--- config.mk ---
export PLATFORM = sky130hd
export DESIGN_NAME = chan_sum_seq
export DESIGN_NICKNAME = d
export VERILOG_FILES = /design/src/rtl/chan_sum_pkg.sv /design/src/rtl/chan_sum_acc.sv /design/src/rtl/chan_sum_seq.sv
export SDC_FILE = /design/constraint.sdc
export NUM_CORES = 1
export LEC_CHECK = 0
export BUFFER_PORTS_ARGS = -buffer_cell sky130_fd_sc_hd__buf_4
export CAP_MARGIN = 20
export CORE_UTILIZATION = 35
export CTS_BUF_LIST = sky130_fd_sc_hd__clkbuf_2
export DETAILED_ROUTE_END_ITERATION = 8
export PLACE_DENSITY = 0.56
export SYNTH_ARGS = -nofsm -noshare
export SYNTH_HDL_FRONTEND = slang
export SYNTH_HIERARCHICAL = 1
export SYNTH_SLANG_ARGS = --single-unit
--- constraint.sdc ---
create_clock -name clk -period 6.3 [get_ports clk]
set_clock_uncertainty 0.15 [all_clocks]
set_input_delay 0.945 -clock clk [delete_from_list [all_inputs] [get_ports clk]]
set_output_delay 0.945 -clock clk [all_outputs]
set_load 0.01 [all_outputs]
--- src/rtl/chan_sum_pkg.sv ---
// Shared constants and helpers for the time-multiplexed channel summer.
// State codes are plain localparams so older tools can consume them.
package chan_sum_pkg;

  localparam int unsigned NUM_CH_DEF = 35;
  localparam int unsigned IN_W_DEF   = 16;

  localparam logic [1:0] StIdle  = 2'd0;
  localparam logic [1:0] StAccum = 2'd1;
  localparam logic [1:0] StOut   = 2'd2;

  // Narrowest accumulator that cannot overflow over num_ch samples of in_w bits.
  function automatic int unsigned acc_width(input int unsigned in_w, input int unsigned num_ch);
    return in_w + $clog2(num_ch);
  endfunction

endpackage

--- src/rtl/chan_sum_acc.sv ---
// Dual I/Q signed accumulator with load/add/hold control and sign extension.
// o_nxt_* is the value the accumulator takes at the coming clock edge.
module chan_sum_acc
  import chan_sum_pkg::*;
#(
  parameter int unsigned IN_W  = IN_W_DEF,
  parameter int unsigned ACC_W = acc_width(IN_W_DEF, NUM_CH_DEF)
) (
  input  logic                    clk,
  input  logic                    rst,
  input  logic                    i_load,
  input  logic                    i_add,
  input  logic signed [IN_W-1:0]  i_smp_i,
  input  logic signed [IN_W-1:0]  i_smp_q,
  output logic signed [ACC_W-1:0] o_nxt_i,
  output logic signed [ACC_W-1:0] o_nxt_q
);

  logic signed [ACC_W-1:0] r_acc_i;
  logic signed [ACC_W-1:0] r_acc_q;
  logic signed [ACC_W-1:0] w_ext_i;
  logic signed [ACC_W-1:0] w_ext_q;

  assign w_ext_i = {{(ACC_W - IN_W){i_smp_i[IN_W-1]}}, i_smp_i};
  assign w_ext_q = {{(ACC_W - IN_W){i_smp_q[IN_W-1]}}, i_smp_q};

  // Load takes priority so a frame restart never folds in the stale partial sum.
  always_comb begin
    o_nxt_i = r_acc_i;
    o_nxt_q = r_acc_q;
    if (i_load) begin
      o_nxt_i = w_ext_i;
      o_nxt_q = w_ext_q;
    end else if (i_add) begin
      o_nxt_i = r_acc_i + w_ext_i;
      o_nxt_q = r_acc_q + w_ext_q;
    end
  end

  always_ff @(posedge clk) begin
    if (rst) begin
      r_acc_i <= '0;
      r_acc_q <= '0;
    end else begin
      r_acc_i <= o_nxt_i;
      r_acc_q <= o_nxt_q;
    end
  end

endmodule

--- src/rtl/chan_sum_seq.sv ---
// Serial per-channel I/Q frame summer: SOF-framed beats in, one sum per frame out.
// Define CHSUM_MASK_EN to add a per-frame channel mask (ch_mask) and n_active output.
module chan_sum_seq
  import chan_sum_pkg::*;
#(
  parameter int unsigned NUM_CH = NUM_CH_DEF,
  parameter int unsigned IN_W   = IN_W_DEF,
  parameter int unsigned ACC_W  = acc_width(IN_W, NUM_CH)
) (
  input  logic                    clk,
  input  logic                    rst,
  input  logic                    s_valid,
  output logic                    s_ready,
  input  logic                    s_sof,
  input  logic signed [IN_W-1:0]  s_i,
  input  logic signed [IN_W-1:0]  s_q,
`ifdef CHSUM_MASK_EN
  input  logic [NUM_CH-1:0]       ch_mask,
  output logic [7:0]              n_active,
`endif
  output logic signed [ACC_W-1:0] sum_i,
  output logic signed [ACC_W-1:0] sum_q,
  output logic                    sum_valid,
  output logic                    frame_err,
  output logic                    busy,
  output logic [7:0]              ch_idx
);

  localparam logic [7:0] LastIdx = 8'(NUM_CH);

  logic [1:0]              r_state;
  logic [1:0]              w_state_nxt;
  logic [7:0]              r_ch_idx;
  logic [7:0]              w_ch_nxt;
  logic [7:0]              w_ch_inc;
  logic                    w_accept;
  logic                    w_load;
  logic                    w_add;
  logic                    w_done;
  logic                    w_err_nxt;
  logic signed [ACC_W-1:0] r_sum_i;
  logic signed [ACC_W-1:0] r_sum_q;
  logic                    r_sum_valid;
  logic                    r_frame_err;
  logic signed [ACC_W-1:0] w_nxt_i;
  logic signed [ACC_W-1:0] w_nxt_q;
  logic signed [IN_W-1:0]  w_smp_i;
  logic signed [IN_W-1:0]  w_smp_q;

  assign s_ready  = (r_state != StOut);
  assign w_accept = s_valid && s_ready;
  assign w_ch_inc = r_ch_idx + 8'd1;

`ifdef CHSUM_MASK_EN
  logic [NUM_CH-1:0] r_mask;
  logic [NUM_CH-1:0] w_mask_sh;
  logic [7:0]        r_n_active;
  logic [7:0]        w_pop;
  logic              w_mask_bit;

  // An SOF beat is channel 0 and uses the mask arriving with it, not the held one.
  assign w_mask_sh  = r_mask >> r_ch_idx;
  assign w_mask_bit = s_sof ? ch_mask[0] : w_mask_sh[0];
  assign w_smp_i    = w_mask_bit ? s_i : '0;
  assign w_smp_q    = w_mask_bit ? s_q : '0;
  assign n_active   = r_n_active;

  always_comb begin
    w_pop = '0;
    for (int k = 0; k < int'(NUM_CH); k++) begin
      w_pop = w_pop + 8'(ch_mask[k]);
    end
  end

  always_ff @(posedge clk) begin
    if (rst) begin
      r_mask     <= '0;
      r_n_active <= '0;
    end else if (w_accept && s_sof) begin
      r_mask     <= ch_mask;
      r_n_active <= w_pop;
    end
  end
`else
  assign w_smp_i = s_i;
  assign w_smp_q = s_q;
`endif

  always_comb begin
    w_state_nxt = r_state;
    w_ch_nxt    = r_ch_idx;
    w_load      = 1'b0;
    w_add       = 1'b0;
    w_done      = 1'b0;
    w_err_nxt   = 1'b0;
    case (r_state)
      StIdle: begin
        if (w_accept) begin
          if (s_sof) begin
            w_load      = 1'b1;
            w_ch_nxt    = 8'd1;
            w_done      = (LastIdx == 8'd1);
            w_state_nxt = w_done ? StOut : StAccum;
          end else begin
            w_err_nxt = 1'b1;
          end
        end
      end
      StAccum: begin
        if (w_accept) begin
          if (s_sof) begin
            w_load      = 1'b1;
            w_err_nxt   = 1'b1;
            w_ch_nxt    = 8'd1;
            w_done      = (LastIdx == 8'd1);
            w_state_nxt = w_done ? StOut : StAccum;
          end else begin
            w_add       = 1'b1;
            w_ch_nxt    = w_ch_inc;
            w_done      = (w_ch_inc == LastIdx);
            w_state_nxt = w_done ? StOut : StAccum;
          end
        end
      end
      StOut: begin
        w_state_nxt = StIdle;
        w_ch_nxt    = 8'd0;
      end
      default: begin
        w_state_nxt = StIdle;
        w_ch_nxt    = 8'd0;
      end
    endcase
  end

  chan_sum_acc #(
    .IN_W  (IN_W),
    .ACC_W (ACC_W)
  ) u_acc (
    .clk     (clk),
    .rst     (rst),
    .i_load  (w_load),
    .i_add   (w_add),
    .i_smp_i (w_smp_i),
    .i_smp_q (w_smp_q),
    .o_nxt_i (w_nxt_i),
    .o_nxt_q (w_nxt_q)
  );

  // Sums are captured from the accumulator's next value so they appear in the OUT cycle.
  always_ff @(posedge clk) begin
    if (rst) begin
      r_state     <= StIdle;
      r_ch_idx    <= '0;
      r_sum_i     <= '0;
      r_sum_q     <= '0;
      r_sum_valid <= 1'b0;
      r_frame_err <= 1'b0;
    end else begin
      r_state     <= w_state_nxt;
      r_ch_idx    <= w_ch_nxt;
      r_sum_valid <= w_done;
      r_frame_err <= w_err_nxt;
      if (w_done) begin
        r_sum_i <= w_nxt_i;
        r_sum_q <= w_nxt_q;
      end
    end
  end

  assign sum_i     = r_sum_i;
  assign sum_q     = r_sum_q;
  assign sum_valid = r_sum_valid;
  assign frame_err = r_frame_err;
  assign busy      = (r_state != StIdle);
  assign ch_idx    = r_ch_idx;

endmodule

# Word-level counts from Yosys, hierarchy flattened
# Cells that the tools add are included.
[totals]
regBits = 100
latchBits = 0
ramBits = 0
mem_bits_ro = 0
out_inout_bits = 56
elab_cells = 47
mem_count = 0
[classes]
add_sub_neg = 3
multipliers = 0
n_div = 0
n_lt_le_gt_ge = 0
eq_ne = 6
shift = 0
n_mux = 25
n_bitwise = 0
n_reduce_logical = 5
[ops]
columns = ["cell", "n"]
rows = [
  ["two-way mux 22 bit", 4],
  ["adder 22 x 16 -> 22 bit", 2],
  ["two-way mux 8 bit", 4],
  ["one-hot mux 8 bit (2 select lines)", 1],
  ["two-way mux 2 bit", 5],
  ["two-way mux 1 bit", 9],
  ["adder 8 x 1 -> 8 bit, second input constant", 1],
  ["== test 8 x 6 -> 1 bit, second input constant", 1],
  ["!= test 2 bit, second input constant", 4],
  ["one-hot mux 2 bit (2 select lines)", 1],
  ["AND reduction 3 bit", 1],
  ["== test 2 x 1 -> 1 bit, second input constant", 1],
  ["zero test 2 bit", 1],
  ["one-hot mux 1 bit (2 select lines)", 1],
  ["nonzero test 2 bit", 1],
  ["OR reduction 2 bit", 1],
  ["logical AND 1 bit", 1],
]

# Longest topological paths before layout
# Gate-level depths: netlist of run 1.
[depth]
depth_word = 6
ltp_mapped = 14

# By module
# Netlist of run 1, hierarchy kept.
[by_module_without_submodules]
columns = ["mod", "n_inst", "cells_each", "area_per_inst_um2", "seq_area_each_um2"]
rows = [
  ["chan_sum_acc", 1, 576, 4438.0, 880.8],
  ["chan_sum_seq", 1, 293, 2539.9, 1121.1],
]

# Worst setup path after synthesis of run 1
# OpenSTA, ideal clock, no wires.
[synth_timing]
path_kind = "input to register"
startpoint = "input s_q[0]"
endpoint = "register r_sum_q[14], in the netlist sum_q[14]"
setup_time_ns = 0.132
t_arrival_ns = 3.115
t_required_ns = 6.018
path_slack_ns = 2.902
cell_stages = 12
path_buffers = 0
cell_sequence = "ha_1 fa_1 a211oi_2 o211a_1 o21ai_4 a21oi_1 o21ai_1 a2111oi_0 a41o_1 nor2_1 nand4_1 a21oi_1"
[synth_via]
elab_chain_cells = 3
[synth_rtl]
columns = ["item", "line_no", "source"]
rows = [
  ["start: declaration", "chan_sum_seq.sv:16", "input logic signed [IN_W-1:0] s_q,"],
  ["adder 22 x 16 -> 22 bit", "chan_sum_acc.sv:36", "o_nxt_q = r_acc_q + w_ext_q;"],
  ["two-way mux 22 bit", "chan_sum_acc.sv:34", "end else if (i_add) begin"],
  ["two-way mux 22 bit", "chan_sum_acc.sv:31", "if (i_load) begin"],
  ["named net w_nxt_q[14]", "chan_sum_seq.sv:46", "logic signed [ACC_W-1:0] w_nxt_q;"],
  ["end signal: assignment", "chan_sum_seq.sv:166", "r_sum_q <= w_nxt_q;"],
  ["end: declaration", "chan_sum_seq.sv:42", "logic signed [ACC_W-1:0] r_sum_q;"],
]
# The timed path passes the listed nets, and every way through them passes these cells.
# A chain may end at the register's enable or synchronous reset.

# Worst setup path in the final report of run 1
[layout_timing]
startpoint = "register r_state[1]"
endpoint = "register r_sum_q[11], in the netlist sum_q[11]"
[layout_via]
elab_chain_cells = 6
word_cells_on_any_way = 13
cone_classes = "eq/ne (2); mux (8); reduce/logical (3)"
[layout_rtl]
columns = ["item", "line_no", "source"]
rows = [
  ["start: declaration", "chan_sum_seq.sv:31", "logic [1:0] r_state;"],
  ["start signal: assignment", "chan_sum_seq.sv:153", "r_state <= StIdle;"],
  ["start signal: assignment", "chan_sum_seq.sv:160", "r_state <= w_state_nxt;"],
  ["!= test 2 bit", "chan_sum_seq.sv:50", "assign s_ready = (r_state != StOut);"],
  ["logical AND 1 bit", "chan_sum_seq.sv:51", "assign w_accept = s_valid && s_ready;"],
  ["two-way mux 1 bit", "chan_sum_seq.sv:110", "if (w_accept) begin"],
  ["two-way mux 1 bit", "chan_sum_seq.sv:96", "case (r_state)"],
  ["two-way mux 22 bit", "chan_sum_acc.sv:34", ""],
  ["two-way mux 22 bit", "chan_sum_acc.sv:31", ""],
]
# Parallel ways exist; a longest one is shown, timed or not.

==> flow_summary.rst, run 1 <==
.. list-table::
   :header-rows: 1

   * - Metric
     - Value
   * - Status
     - finished, final reports clean
   * - Horizontal extent of the die
     - 143 µm
   * - Cell type with the highest aggregate area in the netlist
     - sky130_fd_sc_hd__dfxtp_1
   * - Global router's overall resource usage
     - 21.1%
   * - Async set-reset flop share out of synthesis
     - 0%
   * - Post-CTS setup buffer count
     - 0
   * - Largest fanout on the critical path
     - 49
   * - Post-synthesis to final-layout area growth
     - 12.5%
   * - Critical path cell sequence
     - or3_1 -> clkinv_2 -> buf_4 -> nand4_4 -> o21ai_1 -> a21oi_1
   * - Post-route DRC
     - 0
   * - Startpoint types
     - flop
   * - Number of enable flip-flop cells after synthesis
     - 0
   * - Worst endpoint data arrival time
     - 3.97 ns
   * - Final count of hold timing violations
     - 0
   * - Fraction of post-synthesis cell area in the top cell type by area
     - 28.7%
   * - Number of antenna violations at the first check in global routing
     - 1
   * - Worst-case setup slack after placement
     - 2.05 ns
   * - Total of cells resized after clock tree synthesis
     - 0
   * - Worst Hold Path EP
     - sum_i[1]
   * - 1st-iter DRT viols
     - 451
   * - CP max stage cell
     - sky130_fd_sc_hd__nand4_4
   * - Area of the multi-input gates
     - 0.00457 mm²
   * - CTS HTree Levels
     - 3
   * - Reg area
     - 0.00200 mm²
   * - RSZ-0062 raised after global routing
     - no
   * - Worst EP required
     - 6.69 ns
   * - Most frequent cells in the layout
     - 103 x sky130_fd_sc_hd__a21oi_1, 100 x sky130_fd_sc_hd__dfxtp_1, 99 x sky130_fd_sc_hd__buf_4
   * - Placed cell area
     - 0.00773 mm²
   * - Average detailed-routed wire length per instance
     - 17.5 µm
   * - Layout net count
     - 1006
   * - WL final
     - 21000 µm
   * - Yosys warning total
     - 6
   * - Post-route design area
     - 0.00785 mm²
   * - Routed vias
     - 6742
   * - Capture point of the worst reg-to-reg path
     - sum_q[11]
   * - Hold Worst Slack
     - 0.351 ns
   * - Net count after synthesis
     - 951
   * - Pwr dens
     - 174 mW/mm²
   * - Sequential element share of the synthesized area
     - 28.7%
   * - Setup slack on the worst flop-to-flop path
     - 2.72 ns
   * - Final WS setup
     - 2.72 ns
   * - Count of final setup violators
     - 0
   * - Worst-Skew Late Latency
     - 0.67 ns
   * - Hold path startpoint
     - sum_i[1]
   * - Post-synthesis instance area
     - 0.00698 mm²
   * - Tot Pwr
     - 1.36 mW
   * - Worst min-delay path class
     - reg -> reg
   * - Post-synth top flop
     - sky130_fd_sc_hd__dfxtp_1
   * - Clock root buffer master
     - sky130_fd_sc_hd__clkbuf_2
   * - Count of unique library cells instantiated by Yosys
     - 84
   * - Maximum resistive drop on vdd
     - 68.2 µV
   * - Total of flip-flops plus latches after synthesis
     - 100
   * - Crit end category
     - flop
   * - Die ar.
     - 0.0205 mm²
   * - Clock buffers created by TritonCTS
     - 9
   * - Max Slew Vio Count
     - 0
   * - Clock sink total
     - 100
   * - Final period demand of the worst path
     - 3.58 ns
   * - Filler Cells Inserted
     - 2081
   * - Detailed Place HPWL
     - 14700 µm
   * - Number of ports placed on the die boundary
     - 92
   * - Relative max-transition margin
     - 30.3%
   * - Synthesized instance count
     - 869
   * - TNS Setup
     - 0 ns
   * - Vias per cell
     - 5.64
   * - Crit share post-route
     - 56.8%
   * - Drt first pass iters
     - 6
   * - Placeable Area
     - 0.0195 mm²
   * - # Max-Cap Violations
     - 0
   * - Grt ovf
     - 0
   * - Vias in the first global route
     - 6220
   * - Routed Antenna Nets
     - 0
   * - Initial cell density of the core
     - 35.7%
   * - Crit-path max cell delay
     - 0.72 ns
   * - Fmax
     - 280 MHz
   * - Clock edge transition at the registers on the reported setup and hold paths
     - 0.34 ns
   * - Largest net degree at the start of global routing
     - 63
   * - Leak Pwr
     - 3.17 nW
   * - Maximum count of clock buffers along a single path
     - 2
   * - Quantity of I/O buffers inserted on ports
     - 91
   * - First-pass GRT wire length
     - 33900 µm
   * - Mean Syn Cell Area
     - 8.03 µm²
   * - Path type of the worst setup path
     - reg -> reg
   * - Number of cell rows
     - 51
   * - Worst r2r path cells
     - 6
   * - Cell types with the largest area share after synthesis
     - sky130_fd_sc_hd__dfxtp_1 29%, sky130_fd_sc_hd__ha_1 7.9%, sky130_fd_sc_hd__a21oi_1 7.4%
   * - CTS tree
     - yes
   * - Origin of the critical flop-to-flop path
     - r_state[1]
   * - Die Height
     - 143 µm
   * - Fraction of final layout cells sized beyond drive strength 1
     - 16.6%
   * - Hold-fix buffer count after cts
     - 0
   * - Hold path depth
     - 2
   * - Most common library cell in the layout ignoring fill and taps
     - sky130_fd_sc_hd__a21oi_1
   * - Actual transition at the worst max-transition pin
     - 1.04 ns
   * - Weighted congestion reported at the end of routability-driven placement
     - 0.927
==> metal layers <==
| metal | global-route usage, % | share of wire [%] |
|---|---|---|
| met1 | 31.7 | 54 |
| met2 | 30.7 | 41 |
| met3 | 2.92 | 4.1 |
| met4 | 6.34 | 1.4 |
| met5 | 0 | 0 |
==> cell type report <==
type                       instances  share of cell area [%]
clock inverter                     7                   0.844
timing repair buffer              99                    9.46
multi-input combinational        690                    58.2
antenna                            2                  0.0637
tap                              265                    4.22
inverter                          24                    1.16
sequential                       100                    25.5
clock buffer                       9                   0.574
==> cell usage after synthesis, drive strengths merged (3+ instances only) <==
cell,count
o21bai,7
a222oi,4
and3,8
a21o,24
mux2i,13
nand3,12
a21oi,106
a211oi,10
o221ai,4
dfxtp,100
mux2,4
nor2,54
ha,44
a22oi,8
xnor2,19
nand2,55
o21ai,108
or3,3
or4,3
nor4,6
nand4b,3
o221a,6
nor2b,27
a31oi,5
xor2,11
inv,23
clkbuf,22
or2,6
o32ai,3
o21a,9
nand2b,8
nand4,50
buf,33
nor3,23
o211ai,4
o31ai,4
==> sequential cells by signal, summed over array words and instances (netlist names) <==
| name | count |
|---|---|
| sum_q | 22 |
| frame_err | 1 |
| sum_i | 22 |
| u_acc/r_acc_q | 22 |
| u_acc/r_acc_i | 22 |
| ch_idx | 8 |
| r_state | 2 |
| sum_valid | 1 |
==> power breakdown <==
group	internal, mW	total, mW	switching [mW]
logic	0.151	0.368	0.217
registers	0.656	0.671	0.0143
clock network	0.0653	0.325	0.260
total	0.873	1.36	0.491
==> stage by stage <==
step           cells  utilization (%)
5_1_grt         1196             40.2
3_3_place_gp    1177             39.6
3_5_place_dp    1177             39.6
2_1_floorplan    869                -
4_1_cts         1193             40.2
6_report        1196             40.2
==> worst max-delay path by stage <==
stage / start / endpoint / cells past startpoint
2_1_floorplan: s_q[0] / sum_q[14] / 12
3_3_place_gp: s_sof / sum_i[18] / 9
3_5_place_dp: s_sof / sum_i[18] / 9
4_1_cts: r_state[1] / sum_i[18] / 8
5_1_grt: r_state[1] / sum_i[2] / 6
6_report: r_state[1] / sum_q[11] / 6
==> critical path, delay by kind of cell (launching register included) <==
kind	cells	cell delay [ns]
flip-flops	1	0.50
AO/OA/AOI/OAI	2	0.43
AND/OR/NAND/NOR	2	1.28
buffers and inverters	2	1.07
==> cell families (layout without fill, tap and decap cells) <==
logic type	Yosys count	in the layout	share of synthesized area, %
compound gates	329	329	30.1
xor+xnor	30	30	3.77
fa+ha+maj	46	46	8.46
buf+inv	79	139	6.13
flops	100	100	28.7
mux	17	17	2.51
other cells	0	2	0
simple gates	268	268	20.4
No activity file was read; power rests on OpenSTA's default activity.
==> inputs of run 2 (changes only) <==
--- a/config.mk
+++ b/config.mk
@@ -10,7 +10,7 @@
 export CORE_UTILIZATION = 35
 export CTS_BUF_LIST = sky130_fd_sc_hd__clkbuf_2
 export DETAILED_ROUTE_END_ITERATION = 8
-export PLACE_DENSITY = 0.56
+export PLACE_DENSITY = 0.58
 export SYNTH_ARGS = -nofsm -noshare
 export SYNTH_HDL_FRONTEND = slang
 export SYNTH_HIERARCHICAL = 1
==> constraint.sdc (replaced) <==
create_clock -name clk -period 3.1 [get_ports clk]
set_clock_uncertainty 0.15 [all_clocks]
set_input_delay 0.465 -clock clk [delete_from_list [all_inputs] [get_ports clk]]
set_output_delay 0.465 -clock clk [all_outputs]
set_load 0.01 [all_outputs]
==> run 2 against run 1 <==
  * Combinational power is 120% higher
  * Total power rose by 110%
  * Sequential power is 100% higher
  * Sequential share of layout area is 1.6 points lower
  * Non-clock buffer count up 61
  * Final cell count increased by 5.0%
  * Routed wire length increased by 0.42%
==> flow_summary.rst, run 2 (synthesized netlist as in run 1, its figures left out) <==
.. list-table::
   :header-rows: 1

   * - Metric
     - Value
   * - Status
     - finished, final reports clean
   * - Worst endpoint data arrival time
     - 3.27 ns (-0.70 ns)
   * - Vias per cell
     - 5.49 (-2.6%)
   * - Grt ovf
     - 0 (unchanged)
   * - Pwr dens
     - 335 mW/mm² (+93%)
   * - Vias in the first global route
     - 6375 (+2.5%)
   * - Clock sink total
     - 100 (unchanged)
   * - Routed vias
     - 6898 (+2.3%)
   * - Horizontal extent of the die
     - 143 µm (unchanged)
   * - Largest fanout on the critical path
     - 5 (-90%)
   * - Worst-Skew Late Latency
     - 0.65 ns (-0.02 ns)
   * - Final period demand of the worst path
     - 2.91 ns
   * - # Max-Cap Violations
     - 0 (unchanged)
   * - Clock buffers created by TritonCTS
     - 9 (unchanged)
   * - Path type of the worst setup path
     - in -> reg
   * - Global router's overall resource usage
     - 21.2% (+0.10 points)
   * - Area of the multi-input gates
     - 0.00458 mm² (+0.30%)
   * - Filler Cells Inserted
     - 2045 (-1.7%)
   * - Tot Pwr
     - 2.81 mW (+110%)
   * - Most frequent cells in the layout
     - 139 x sky130_fd_sc_hd__buf_4, 103 x sky130_fd_sc_hd__a21oi_1, 100 x sky130_fd_sc_hd__dfxtp_1
   * - TNS Setup
     - 0 ns (unchanged)
   * - Relative max-transition margin
     - 26.1% (-4.3 points)
   * - Quantity of I/O buffers inserted on ports
     - 91 (unchanged)
   * - Final count of hold timing violations
     - 0 (unchanged)
   * - Largest net degree at the start of global routing
     - 67 (+6.3%)
   * - CTS HTree Levels
     - 3 (unchanged)
   * - Fraction of final layout cells sized beyond drive strength 1
     - 20.0% (+3.4 points)
   * - Number of cell rows
     - 51 (unchanged)
   * - Fmax
     - 344 MHz
   * - 1st-iter DRT viols
     - 522 (+16%)
   * - Reg area
     - 0.00200 mm² (unchanged)
   * - WL final
     - 21100 µm (+0.42%)
   * - Number of ports placed on the die boundary
     - 92 (unchanged)
   * - Initial cell density of the core
     - 35.7% (unchanged)
   * - First-pass GRT wire length
     - 33900 µm (+0.22%)
   * - Placed cell area
     - 0.00808 mm² (+4.5%)
   * - Final cell utilization of the core
     - 43.0% (+2.7 points)
   * - Routed Antenna Nets
     - 0 (unchanged)
   * - Actual transition at the worst max-transition pin
     - 1.11 ns (+0.0637 ns)
   * - Placeable Area
     - 0.0195 mm² (unchanged)
   * - Post-synthesis to final-layout area growth
     - 20.2%
   * - Die ar.
     - 0.0205 mm² (unchanged)
   * - Drt first pass iters
     - 5 (-1)
   * - Maximum resistive drop on vdd
     - 146 µV (+110%)
   * - RSZ-0062 raised after global routing
     - no
   * - Crit share post-route
     - 93.9%
   * - Clock edge transition at the registers on the reported setup and hold paths
     - 0.33 ns (about the same)
   * - Worst EP required
     - 3.46 ns (-3.23 ns)
   * - Weighted congestion reported at the end of routability-driven placement
     - 0.918 (-1.0%)
   * - Number of antenna violations at the first check in global routing
     - 1 (unchanged)
   * - Crit end category
     - flop
   * - CTS tree
     - yes
   * - Layout net count
     - 1067 (+6.1%)
   * - Post-route DRC
     - 0 (unchanged)
   * - Die Height
     - 143 µm (unchanged)
   * - Detailed Place HPWL
     - 15100 µm (+2.7%)
   * - Worst min-delay path class
     - in -> reg
   * - Clock root buffer master
     - sky130_fd_sc_hd__clkbuf_2
   * - Most common library cell in the layout ignoring fill and taps
     - sky130_fd_sc_hd__buf_4
   * - Maximum count of clock buffers along a single path
     - 2 (unchanged)
   * - Post-route design area
     - 0.00839 mm² (+6.8%)
   * - Count of final setup violators
     - 0 (unchanged)
   * - Average detailed-routed wire length per instance
     - 16.8 µm (-4.4%)
   * - Leak Pwr
     - 3.45 nW (+9.0%)
   * - Max Slew Vio Count
     - 0 (unchanged)
   * - Startpoint types
     - input pin
## run 2: cell types whose count changed in the layout (fill, tap and decap cells not counted), moves of 2 or more
cell                            previous run  this run
sky130_fd_sc_hd__clkinvlp_4                0         4
sky130_fd_sc_hd__clkinv_4                  2         0
sky130_fd_sc_hd__buf_12                    0         2
sky130_fd_sc_hd__dlygate4sd3_1             0        19
sky130_fd_sc_hd__buf_4                    99       139
## run 2: metrics by stage
| stage | hold slack, ns | setup WS, ns | std cells |
|---|---|---|---|
| after floorplan | 0.340 | 0.182 | 869 |
| after global placement | 0.313 | -0.0462 | 1220 |
| after detailed placement | 0.322 | -0.103 | 1220 |
| after CTS | 0.00249 | 0.177 | 1255 |
| after global routing | 0.0433 | 0.0239 | 1256 |
| final | 0.0438 | 0.189 | 1256 |
## run 2: metal layers
layer | global-route usage (%) | up-vias | share of wire (%)
li1 | - | 3487 | -
met1 | 32.0 | 3238 | 52
met2 | 30.9 | 159 | 41
met3 | 3.09 | 14 | 5.2
met4 | 5.49 | 0 | 0.98
met5 | 0 | - | 0
## run 2: layout make-up
type / instances / share of cell area, %
Timing Repair Buffer: 160 / 15.2
Clock inverter: 7 / 0.701
Clock buffer: 9 / 0.537
Inverter: 24 / 1.09
Sequential cell: 100 / 23.9
Antenna cell: 1 / 0.0298
Tap cell: 265 / 3.95
Multi-Input combinational cell: 690 / 54.6
## run 2: worst max-delay path: stages
cell                            delay (ns)
sky130_fd_sc_hd__dlygate4sd3_1        0.54
sky130_fd_sc_hd__buf_4                0.14
sky130_fd_sc_hd__ha_1                 0.35
sky130_fd_sc_hd__and3_4               0.23
sky130_fd_sc_hd__and3_4               0.17
sky130_fd_sc_hd__a41oi_2              0.18
sky130_fd_sc_hd__and3_1               0.22
sky130_fd_sc_hd__a31oi_1              0.17
sky130_fd_sc_hd__or3_1                0.38
sky130_fd_sc_hd__a21oi_1              0.19
sky130_fd_sc_hd__nor3_1               0.09
sky130_fd_sc_hd__nand4_1              0.08
sky130_fd_sc_hd__a21oi_1              0.07
## run 2: path summary, 6_finish.rpt
path         cells past startpoint  slack, ns               end        startpoint
max                             13       0.19         sum_i[19]            s_i[7]
min                              4       0.04  u_acc/r_acc_i[6]            s_i[6]
max reg2reg                     12       0.20         sum_i[18]  u_acc/r_acc_i[0]
min reg2reg                      2       0.35         sum_i[19]         sum_i[19]
## run 2: repair_timing
item / in CTS / in global routing
endpoints found under the setup margin: 0 / 3
setup buffers: 0 / 0
hold endpoints to repair: 20 / 0
resized for setup: 0 / 3
hold buffers: 19 / 0
## run 2: report_power, final
part	internal [mW]	switching [mW]	total [mW]	leakage [nW]
clock	0.116	0.519	0.635	0.0531
sequential	1.33	0.0297	1.36	0.813
combinational	0.362	0.452	0.814	2.58
